## src/rtl/fetch_queue_unit_pkg.sv

```systemverilog
`default_nettype none
// ============================================================================
// fetch_queue_unit_pkg : shared fetch constants, queue entry type, PC helpers
// Rev 1.0
// ============================================================================
package fetch_queue_unit_pkg;

  localparam int INSTR_W    = 32;
  localparam int PAIR_BYTES = 8;
  localparam logic [INSTR_W-1:0] NOP_WORD = 32'h0000_0013;

  typedef struct packed {
    logic [INSTR_W-1:0] instr;
    logic [31:0]        pc;
  } fq_entry_t;

  function automatic logic [31:0] pair_align(input logic [31:0] pc);
    return pc & ~32'(PAIR_BYTES - 1);
  endfunction

endpackage
`default_nettype wire

```

## src/rtl/fetch_pair_fifo.sv

```systemverilog
`default_nettype none
// ============================================================================
// fetch_pair_fifo : circular instruction buffer, 0/1/2 push and pop per edge
// Rev 1.0
// ============================================================================
module fetch_pair_fifo
  import fetch_queue_unit_pkg::*;
#(
  parameter int  DEPTH = 8,
  localparam int PTR_W = $clog2(DEPTH),
  localparam int CNT_W = PTR_W + 1
) (
  input  logic               clk,
  input  logic               rst,
  input  logic               flush_i,
  input  logic [1:0]         push_n_i,
  input  logic [INSTR_W-1:0] push0_instr_i,
  input  logic [31:0]        push0_pc_i,
  input  logic [INSTR_W-1:0] push1_instr_i,
  input  logic [31:0]        push1_pc_i,
  input  logic [1:0]         pop_n_i,
  output logic [INSTR_W-1:0] head_instr_o,
  output logic [31:0]        head_pc_o,
  output logic [INSTR_W-1:0] next_instr_o,
  output logic [CNT_W-1:0]   count_o
);

  fq_entry_t        mem_q [DEPTH];
  logic [PTR_W-1:0] head_q, head_d;
  logic [PTR_W-1:0] tail_q, tail_d;
  logic [CNT_W-1:0] count_q, count_d;
  logic [PTR_W-1:0] head_p1;
  logic [PTR_W-1:0] tail_p1;

  assign head_p1 = head_q + PTR_W'(1);
  assign tail_p1 = tail_q + PTR_W'(1);

  always_comb begin
    head_d  = head_q;
    tail_d  = tail_q;
    count_d = count_q;
    if (flush_i) begin
      head_d  = '0;
      tail_d  = '0;
      count_d = '0;
    end else begin
      head_d  = head_q + PTR_W'(pop_n_i);
      tail_d  = tail_q + PTR_W'(push_n_i);
      count_d = count_q + CNT_W'(push_n_i) - CNT_W'(pop_n_i);
    end
  end

  always_ff @(posedge clk or posedge rst) begin
    if (rst) begin
      head_q  <= '0;
      tail_q  <= '0;
      count_q <= '0;
    end else begin
      head_q  <= head_d;
      tail_q  <= tail_d;
      count_q <= count_d;
    end
  end

  // Storage carries no reset: slots are only read once count covers them.
  always_ff @(posedge clk) begin
    if (!flush_i && push_n_i != 2'd0) begin
      mem_q[tail_q] <= '{instr: push0_instr_i, pc: push0_pc_i};
      if (push_n_i == 2'd2) begin
        mem_q[tail_p1] <= '{instr: push1_instr_i, pc: push1_pc_i};
      end
    end
  end

  assign head_instr_o = mem_q[head_q].instr;
  assign head_pc_o    = mem_q[head_q].pc;
  assign next_instr_o = mem_q[head_p1].instr;
  assign count_o      = count_q;

  a_no_overflow : assert property (@(posedge clk) disable iff (rst)
    !flush_i |-> (int'(count_q) + int'(push_n_i) - int'(pop_n_i) <= DEPTH));
  a_no_underflow : assert property (@(posedge clk) disable iff (rst)
    !flush_i |-> (int'(pop_n_i) <= int'(count_q)));

endmodule
`default_nettype wire

```

## src/rtl/fetch_queue_unit.sv

```systemverilog
`default_nettype none
// ============================================================================
// fetch_queue_unit : dual-wide fetch stage, PC/request control over pair queue
// Rev 1.0
// ============================================================================
module fetch_queue_unit
  import fetch_queue_unit_pkg::*;
#(
  parameter int          DEPTH     = 8,
  parameter logic [31:0] RESET_PC  = 32'h0000_0000,
  parameter logic [31:0] NOP_INSTR = NOP_WORD
) (
  input  logic        clk,
  input  logic        rst,
  output logic        icache_req_valid,
  input  logic        icache_req_ready,
  output logic [31:0] icache_req_addr,
  input  logic        icache_resp_valid,
  input  logic [31:0] icache_resp_instr1,
  input  logic [31:0] icache_resp_instr2,
  input  logic        rollback,
  input  logic        redirect_valid,
  input  logic [31:0] redirect_pc,
  output logic [31:0] instr1,
  output logic [31:0] instr2,
  output logic        instr1_valid,
  output logic        instr2_valid,
  output logic [31:0] pc1
);

  localparam int PTR_W = $clog2(DEPTH);
  localparam int CNT_W = PTR_W + 1;

  logic [31:0]      fetch_pc_q, fetch_pc_d;
  logic [31:0]      req_pc_q, req_pc_d;
  logic             outstanding_q, outstanding_d;
  logic             drop_q, drop_d;

  logic [CNT_W-1:0] count;
  logic [31:0]      head_instr, head_pc, next_instr;
  logic [31:0]      resp_base;
  logic             space_ok, req_fire, resp_take;
  logic [1:0]       push_n, pop_n;

  assign space_ok         = (count <= CNT_W'(DEPTH - 2));
  assign icache_req_valid = !rst && !outstanding_q && space_ok && !redirect_valid;
  assign icache_req_addr  = pair_align(fetch_pc_q);
  assign req_fire         = icache_req_valid && icache_req_ready;
  assign resp_take        = icache_resp_valid && outstanding_q && !drop_q && !redirect_valid;
  assign resp_base        = pair_align(req_pc_q);

  // A request that started on the upper word of a pair only contributes that word.
  always_comb begin
    push_n = 2'd0;
    if (resp_take) begin
      push_n = req_pc_q[2] ? 2'd1 : 2'd2;
    end
  end

  always_comb begin
    pop_n = 2'd0;
    if (!redirect_valid && count != '0) begin
      pop_n = (rollback || count == CNT_W'(1)) ? 2'd1 : 2'd2;
    end
  end

  always_comb begin
    fetch_pc_d    = fetch_pc_q;
    req_pc_d      = req_pc_q;
    outstanding_d = outstanding_q;
    drop_d        = drop_q;
    if (redirect_valid) begin
      fetch_pc_d    = redirect_pc & ~32'h3;
      outstanding_d = outstanding_q && !icache_resp_valid;
      drop_d        = outstanding_q && !icache_resp_valid;
    end else if (req_fire) begin
      outstanding_d = 1'b1;
      req_pc_d      = fetch_pc_q;
      fetch_pc_d    = pair_align(fetch_pc_q) + 32'(PAIR_BYTES);
    end else if (outstanding_q && icache_resp_valid) begin
      outstanding_d = 1'b0;
      drop_d        = 1'b0;
    end
  end

  always_ff @(posedge clk or posedge rst) begin
    if (rst) begin
      fetch_pc_q    <= RESET_PC;
      req_pc_q      <= RESET_PC;
      outstanding_q <= 1'b0;
      drop_q        <= 1'b0;
    end else begin
      fetch_pc_q    <= fetch_pc_d;
      req_pc_q      <= req_pc_d;
      outstanding_q <= outstanding_d;
      drop_q        <= drop_d;
    end
  end

  fetch_pair_fifo #(
    .DEPTH (DEPTH)
  ) u_fifo (
    .clk           (clk),
    .rst           (rst),
    .flush_i       (redirect_valid),
    .push_n_i      (push_n),
    .push0_instr_i (req_pc_q[2] ? icache_resp_instr2 : icache_resp_instr1),
    .push0_pc_i    (req_pc_q[2] ? resp_base + 32'd4 : resp_base),
    .push1_instr_i (icache_resp_instr2),
    .push1_pc_i    (resp_base + 32'd4),
    .pop_n_i       (pop_n),
    .head_instr_o  (head_instr),
    .head_pc_o     (head_pc),
    .next_instr_o  (next_instr),
    .count_o       (count)
  );

  assign instr1_valid = (count != '0);
  assign instr2_valid = (count > CNT_W'(1));
  assign instr1       = instr1_valid ? head_instr : NOP_INSTR;
  assign instr2       = instr2_valid ? next_instr : NOP_INSTR;
  assign pc1          = instr1_valid ? head_pc : fetch_pc_q;

endmodule
`default_nettype wire

```

## config.mk

```make
export PLATFORM = sky130hd
export DESIGN_NAME = fetch_queue_unit
export DESIGN_NICKNAME = d
export VERILOG_FILES = /design/src/rtl/fetch_queue_unit_pkg.sv /design/src/rtl/fetch_pair_fifo.sv /design/src/rtl/fetch_queue_unit.sv
export SDC_FILE = /design/constraint.sdc
export NUM_CORES = 1
export LEC_CHECK = 0
export CAP_MARGIN = 20
export CORE_ASPECT_RATIO = 0.5
export CORE_UTILIZATION = 59
export CTS_CLUSTER_DIAMETER = 60
export DETAILED_ROUTE_END_ITERATION = 16
export PLACE_DENSITY = 0.78
export SLEW_MARGIN = 40
export SYNTH_ARGS = -nofsm -noshare
export SYNTH_HDL_FRONTEND = slang
export SYNTH_SLANG_ARGS = --single-unit
```

## constraint.sdc

```tcl
create_clock -name clk -period 4.98 [get_ports clk]
set_input_delay 1.494 -clock clk [delete_from_list [all_inputs] [get_ports clk]]
set_output_delay 1.494 -clock clk [all_outputs]
set_load 0.05 [all_outputs]
```

==> results of run 1 <==
[timing repair]
item,CTS,global route
buffers inserted,3,0
cloned,2,0
setup endpoints to repair,15,20
pin swaps,1,1
gates resized for setup,3,8
[worst min path at each step]
stage	slack [ns]	endpoint	startpoint	cells after the start
after floorplan	0.42	u_fifo.mem_q[6][2]$_SDFFE_PP1N_	u_fifo.mem_q[6][2]$_SDFFE_PP1N_	2
after global placement	0.44	u_fifo.mem_q[6][2]$_SDFFE_PP1N_	u_fifo.mem_q[6][2]$_SDFFE_PP1N_	2
after detailed placement	0.45	u_fifo.mem_q[5][2]$_SDFFE_PP1N_	u_fifo.mem_q[5][2]$_SDFFE_PP1N_	1
after CTS	0.47	u_fifo.mem_q[5][2]$_SDFFE_PP1N_	u_fifo.mem_q[5][2]$_SDFFE_PP1N_	1
after global routing	0.49	u_fifo.mem_q[3][2]$_SDFFE_PP1N_	u_fifo.mem_q[3][2]$_SDFFE_PP1N_	1
final	0.47	u_fifo.mem_q[3][2]$_SDFFE_PP1N_	u_fifo.mem_q[3][2]$_SDFFE_PP1N_	1
[sequential cells by signal, indices dropped and copies added (netlist names)]
signal	count
drop_q	1
fetch_pc_q	30
outstanding_q	1
req_pc_q	30
u_fifo.count_o	4
u_fifo.head_q	3
u_fifo.mem_q	496
u_fifo.tail_q	3
[power by group]
group	switching (mW)	internal, mW
sequential	0.388	5.30
clock	1.78	2.23
combinational	4.22	2.92
[critical path, delay by kind of cell (launching register included)]
family	cells	cell delay [ns]
mux	2	0.31
flops	1	0.71
buf+inv	3	1.47
compound gates	1	0.25
[placed cells by master, fill, tap and decap left out, types with 13 or more instances in the layout]
cell type	count
mux2i_1	98
o211ai_1	13
clkdlybuf4s50_1	183
mux4_2	188
buf_12	51
a21oi_1	38
nor2_1	73
nand2_1	462
dfrtp_1	68
nand4_1	16
clkbuf_16	51
nand3_1	27
nor2b_1	108
buf_4	61
edfxtp_1	488
inv_1	27
o21ai_0	307
and2_1	120
[per-layer routing]
layer	vias up	part of all wire, %	GRT usage [%]
li1	9025	-	-
met1	10561	36	44.2
met2	1492	48	54.6
met3	278	11	6.37
met4	0	4.9	15.9
met5	-	0	0
[stage by stage]
| stage | instances | total power, mW |
|---|---|---|
| finish | 3218 | 16.8 |
| global route | 3218 | 17.4 |
| CTS | 3218 | 16.8 |
| detailed placement | 3121 | 12.7 |
| global placement | 3121 | 12.6 |
| floorplan | 2408 | 10.2 |
[cell families after synthesis]
logic type	after synthesis	synth area share, %
mux	286	17.6
other cells	1	0.0127
buf+inv	269	4.09
simple gates	851	13.5
flops	568	56.2
xor+xnor	10	0.296
compound gates	403	7.46
fa+ha+maj	16	0.779
[final cells by class]
type	count	area (sq um)
inverter	33	125
clock buffer	64	1360
fill	3223	14500
tap	649	812
timing repair buffer	303	3400
clock inverter	28	288
sequential	568	16600
multi-input combinational	1573	11900
==> metrics.txt, run 1 <==
Final Util=70.5%; GPL Wtd Cong=0.839; Synth area leaders=edfxtp_1 (50%), mux4_2 (14%), dfrtp_1 (6.1%); top cell type's share of synthesized area=about 50%; Leakage=11.7 nW; Syn Area/Cell=12.3 sq um; CTS tree=yes; Initial Util=60.3%; crit start category=flop; Post-Syn Area=29500 sq um; overflow left after global routing=0; Clock Path Buffers=3; layout cells sized above 1=16.2%; worst hold path type=reg2reg; slew of the pin with the lowest slew margin=0.836 ns; Seq cells post-synth=roughly 570; status=completed; placed standard-cell area=32800 sq um; DRC violations left=0; fin area=approximately 35000 sq um; setup TNS=0 ns; worst path arrival time=3.36 ns; crit-path max FO=30; final hold vios=0; largest net degree at the start of global routing=91; VDD IR max=0.000398 V; worst reg2reg setup slack=2.03 ns; Vias=21356; row cnt=57; CP Capture Type=primary output; synth cell count leaders=edfxtp_1 (488), nand2_1 (465), o21ai_0 (307), mux4_2 (188), clkbuf_1 (149); # IOs=233; Syn Inst Count=2404; final setup fails=0; antenna violations before repair=0; top-count cell post-synth=edfxtp_1; core area=49000 sq um; synthesis-to-layout area growth=16.9%; Num CTS Buffers=50; CTS H-tree depth=2; port bufs=between 200 and 250; worst hold margin=around 0.47 ns; Global Route Usage Sum=33.6%; worst slack, placed=0.501 ns; DR vias/cell=6.64; vias in the first global route=around 22000; FFs w/ async S/R, synth=12.7%; Post-CTS Hold Fix Bufs=0; Synth area leader=edfxtp_1; Seq/Total Area, Yosys=between 50% and 60%; number of nets still failing antenna checks after routing=0; clock skew=0.0201 ns; WL final=85200 um; RSZ-0062 raised after global routing=no; Post-synth EDFFs=between 400 and 500; final worst-path cycle share=97.4%; kind of critical path=reg2out; r2r endpoint=u_fifo.mem_q[1][9]$_DFFE_PP_; Die Area=51000 sq um; CP max stage delay=0.86 ns; crit path time final=4.85 ns; Critical Path End=pc1[8]; DRT iter0 DRCs=2954; Nets=2647; first-pass GRT wire length=approximately 130000 um; DIE WIDTH=around 320 um; die height=160 um; DRT Pass-1 Iters=5; Power Dens Cells=488 nW/um^2; Main synth FF type=edfxtp_1; final worst setup slack=0.131 ns; Syn. warnings=0; Fmax=0.206 GHz; clk sinks=568; CP max-delay cell=clkdlybuf4s50_1; clk slew on worst S/H paths=about 0.060 ns; worst r2r src=u_fifo.tail_q[1]$_DFF_PP0_; ant diodes=0; Slew headroom=around 44%; maxcap violations=0; CP Cell Sequence=buf_12 > buf_4 > mux4_2 > mux2i_1 > o21ai_0 > clkdlybuf4s50_1; Setup crit start=u_fifo.head_q[1]$_DFF_PP0_; Worst Reg-to-Reg Cells=7; post-detail-place hpwl=49300 um; root buffer cell=clkbuf_16; DR WL/cell=26.5 um; count of different cell masters after synthesis=55; CP required=3.49 ns; clk_lat worst skew=approximately 0.59 ns; pins over their slew limit=0
Power figures use the tool's default switching activity.
==> inputs of run 2 (changes only) <==
--- a/config.mk
+++ b/config.mk
@@ -9,6 +9,7 @@
 export CORE_ASPECT_RATIO = 0.5
 export CORE_UTILIZATION = 59
 export CTS_CLUSTER_DIAMETER = 60
+export CTS_CLUSTER_SIZE = 20
 export DETAILED_ROUTE_END_ITERATION = 16
 export PLACE_DENSITY = 0.78
 export SLEW_MARGIN = 40
==> metrics.txt, run 2 (synthesized netlist as in run 1, its figures left out) <==
status=completed (unchanged); DR WL/cell=26.3 um (was 26.5 um); CP Cell Sequence=buf_12 > buf_4 > mux4_2 > mux2i_1 > o21ai_0 > clkdlybuf4s50_1 (unchanged); crit start category=flop (unchanged); DRT Pass-1 Iters=6 (was 5); CP required=3.49 ns (about the same); layout cells sized above 1=15.0% (was 16.2%); Power Dens Cells=465 nW/um^2 (was 488 nW/um^2); biggest regs=u_fifo.mem_q: 496 flops, fetch_pc_q: 30 flops, req_pc_q: 30 flops (unchanged); crit path time final=4.80 ns (was 4.85 ns); vias in the first global route=21161 (was 21650); final worst-path cycle share=96.4% (was 97.4%); placed standard-cell area=32800 sq um (unchanged); Global Route Usage Sum=32.9% (was 33.6%); clk slew on worst S/H paths=0.08 ns (was 0.06 ns); Slew headroom=45.9% (was 44.3%); Vias=21144 (was 21356); clock skew=0.0232 ns (was 0.0201 ns); slew of the pin with the lowest slew margin=0.811 ns (was 0.836 ns); WL final=83700 um (was 85200 um); clk sinks=568 (unchanged); Fmax=0.208 GHz (was 0.206 GHz); CTS tree=yes (unchanged); post-detail-place hpwl=49300 um (unchanged); worst path arrival time=3.31 ns (was 3.36 ns); Leakage=11.3 nW (was 11.7 nW); Nets=2630 (was 2647); Num CTS Buffers=34 (was 50); DRC violations left=0 (unchanged); final setup fails=0 (unchanged); setup TNS=0 ns (unchanged); worst hold path type=reg2reg (unchanged); ant diodes=0 (unchanged); # IOs=233 (unchanged); row cnt=57 (unchanged); CP max stage delay=0.86 ns (about the same); port bufs=225 (unchanged); antenna violations before repair=0 (unchanged); fin area=33900 sq um (was 34500 sq um); most frequent cells in the layout=edfxtp_1 (488), nand2_1 (462), o21ai_0 (307), mux4_2 (188), clkdlybuf4s50_1 (183) (unchanged); clk_lat worst skew=0.56 ns (was 0.59 ns); number of nets still failing antenna checks after routing=0 (unchanged); filler cell count in the final layout=3312 (was 3223); Clock Path Buffers=3 (unchanged); Largest Register=u_fifo.mem_q (unchanged); pins over their slew limit=0 (unchanged); final hold vios=0 (unchanged); synthesis-to-layout area growth=14.7% (was 16.9%); kind of critical path=reg2out (unchanged); Initial Util=60.3% (unchanged); CP max-delay cell=clkdlybuf4s50_1 (unchanged); max FFs per register=496 (unchanged); die height=160 um (unchanged); DIE WIDTH=318 um (unchanged); RSZ-0062 raised after global routing=no (unchanged); worst reg2reg setup slack=2.05 ns (was 2.03 ns); maxcap violations=0 (unchanged); largest net degree at the start of global routing=91 (unchanged); GPL Wtd Cong=0.839 (unchanged); root buffer cell=clkbuf_16 (unchanged); VDD IR max=0.000407 V (was 0.000398 V); commonest non-fill, non-tap cell in the layout=edfxtp_1 (unchanged); Design Power=15.8 mW (was 16.8 mW); DR vias/cell=6.65 (was 6.64); DRT iter0 DRCs=2763 (was 2954); CTS H-tree depth=2 (unchanged); first-pass GRT wire length=126000 um (was 129000 um); overflow left after global routing=0 (unchanged); core area=49000 sq um (unchanged); Die Area=51000 sq um (unchanged); CP Capture Type=primary output (unchanged); crit-path max FO=30 (unchanged)
## run 2: worst paths after layout
kind | from | endpoint | cells after the start
worst min-delay path | u_fifo.mem_q[3][2]$_SDFFE_PP1N_ | u_fifo.mem_q[3][2]$_SDFFE_PP1N_ | 1
worst max-delay path | u_fifo.head_q[1]$_DFF_PP0_ | pc1[8] | 6
worst min register to register | u_fifo.mem_q[3][2]$_SDFFE_PP1N_ | u_fifo.mem_q[3][2]$_SDFFE_PP1N_ | 1
worst max register to register | u_fifo.tail_q[1]$_DFF_PP0_ | u_fifo.mem_q[5][19]$_DFFE_PP_ | 6
min in group asynchronous | rst | u_fifo.tail_q[2]$_DFF_PP0_ | 2
max in group asynchronous | rst | req_pc_q[20]$_DFFE_PP0N_ | 3
## run 2: cell type report
class / instances / area [sq um] / share of cell area [%]
clock buffer: 53 / 953 / 2.81
tap: 649 / 812 / 2.40
clock inverter: 3 / 43.8 / 0.129
timing repair buffer: 302 / 3390 / 10.0
multi-input combinational: 1573 / 11900 / 35.2
sequential: 568 / 16600 / 49.1
inverter: 33 / 125 / 0.369
## run 2: timing repair
item / CTS / global route
gates cloned: 2 / 0
hold endpoints to repair: 0 / 0
pin swaps: 1 / 0
setup endpoints to repair: 14 / 21
setup buffers: 2 / 0
resized for setup: 3 / 8
hold buffers: 0 / 0
## run 2: critical path, delay by kind of cell (launching register included)
kind,cells,cell delay (ns)
AO/OA/AOI/OAI,1,0.25
buffers and inverters,3,1.47
flip-flops,1,0.70
multiplexers,2,0.31
## run 2: metrics by stage
stage | util (%) | cells | setup slack [ns] | hold slack [ns]
after floorplan | - | 2408 | 0.371 | 0.420
after global placement | 67.0 | 3121 | 0.629 | 0.443
after detailed placement | 67.0 | 3121 | 0.501 | 0.451
after CTS | 69.1 | 3181 | 0.0240 | 0.472
after global routing | 69.2 | 3181 | 0.100 | 0.500
final | 69.2 | 3181 | 0.179 | 0.473
## run 2: routing by layer
| layer | wire (um) | vias to the layer above | part of all wire (%) | global-route usage, % |
|---|---|---|---|---|
| met1 | 30500 | 10512 | 36 | 43.9 |
| met2 | 40700 | 1415 | 49 | 54.3 |
| met3 | 8640 | 245 | 10 | 4.88 |
| met5 | 0 | - | 0 | 0 |
| met4 | 3910 | 0 | 4.7 | 14.3 |
| li1 | - | 8972 | - | - |
## run 2: where the power goes
part | total [mW] | switching, mW | internal [mW]
Combinational | 7.12 | 4.21 | 2.91
Sequential | 5.68 | 0.386 | 5.30
Clock | 2.96 | 1.57 | 1.38
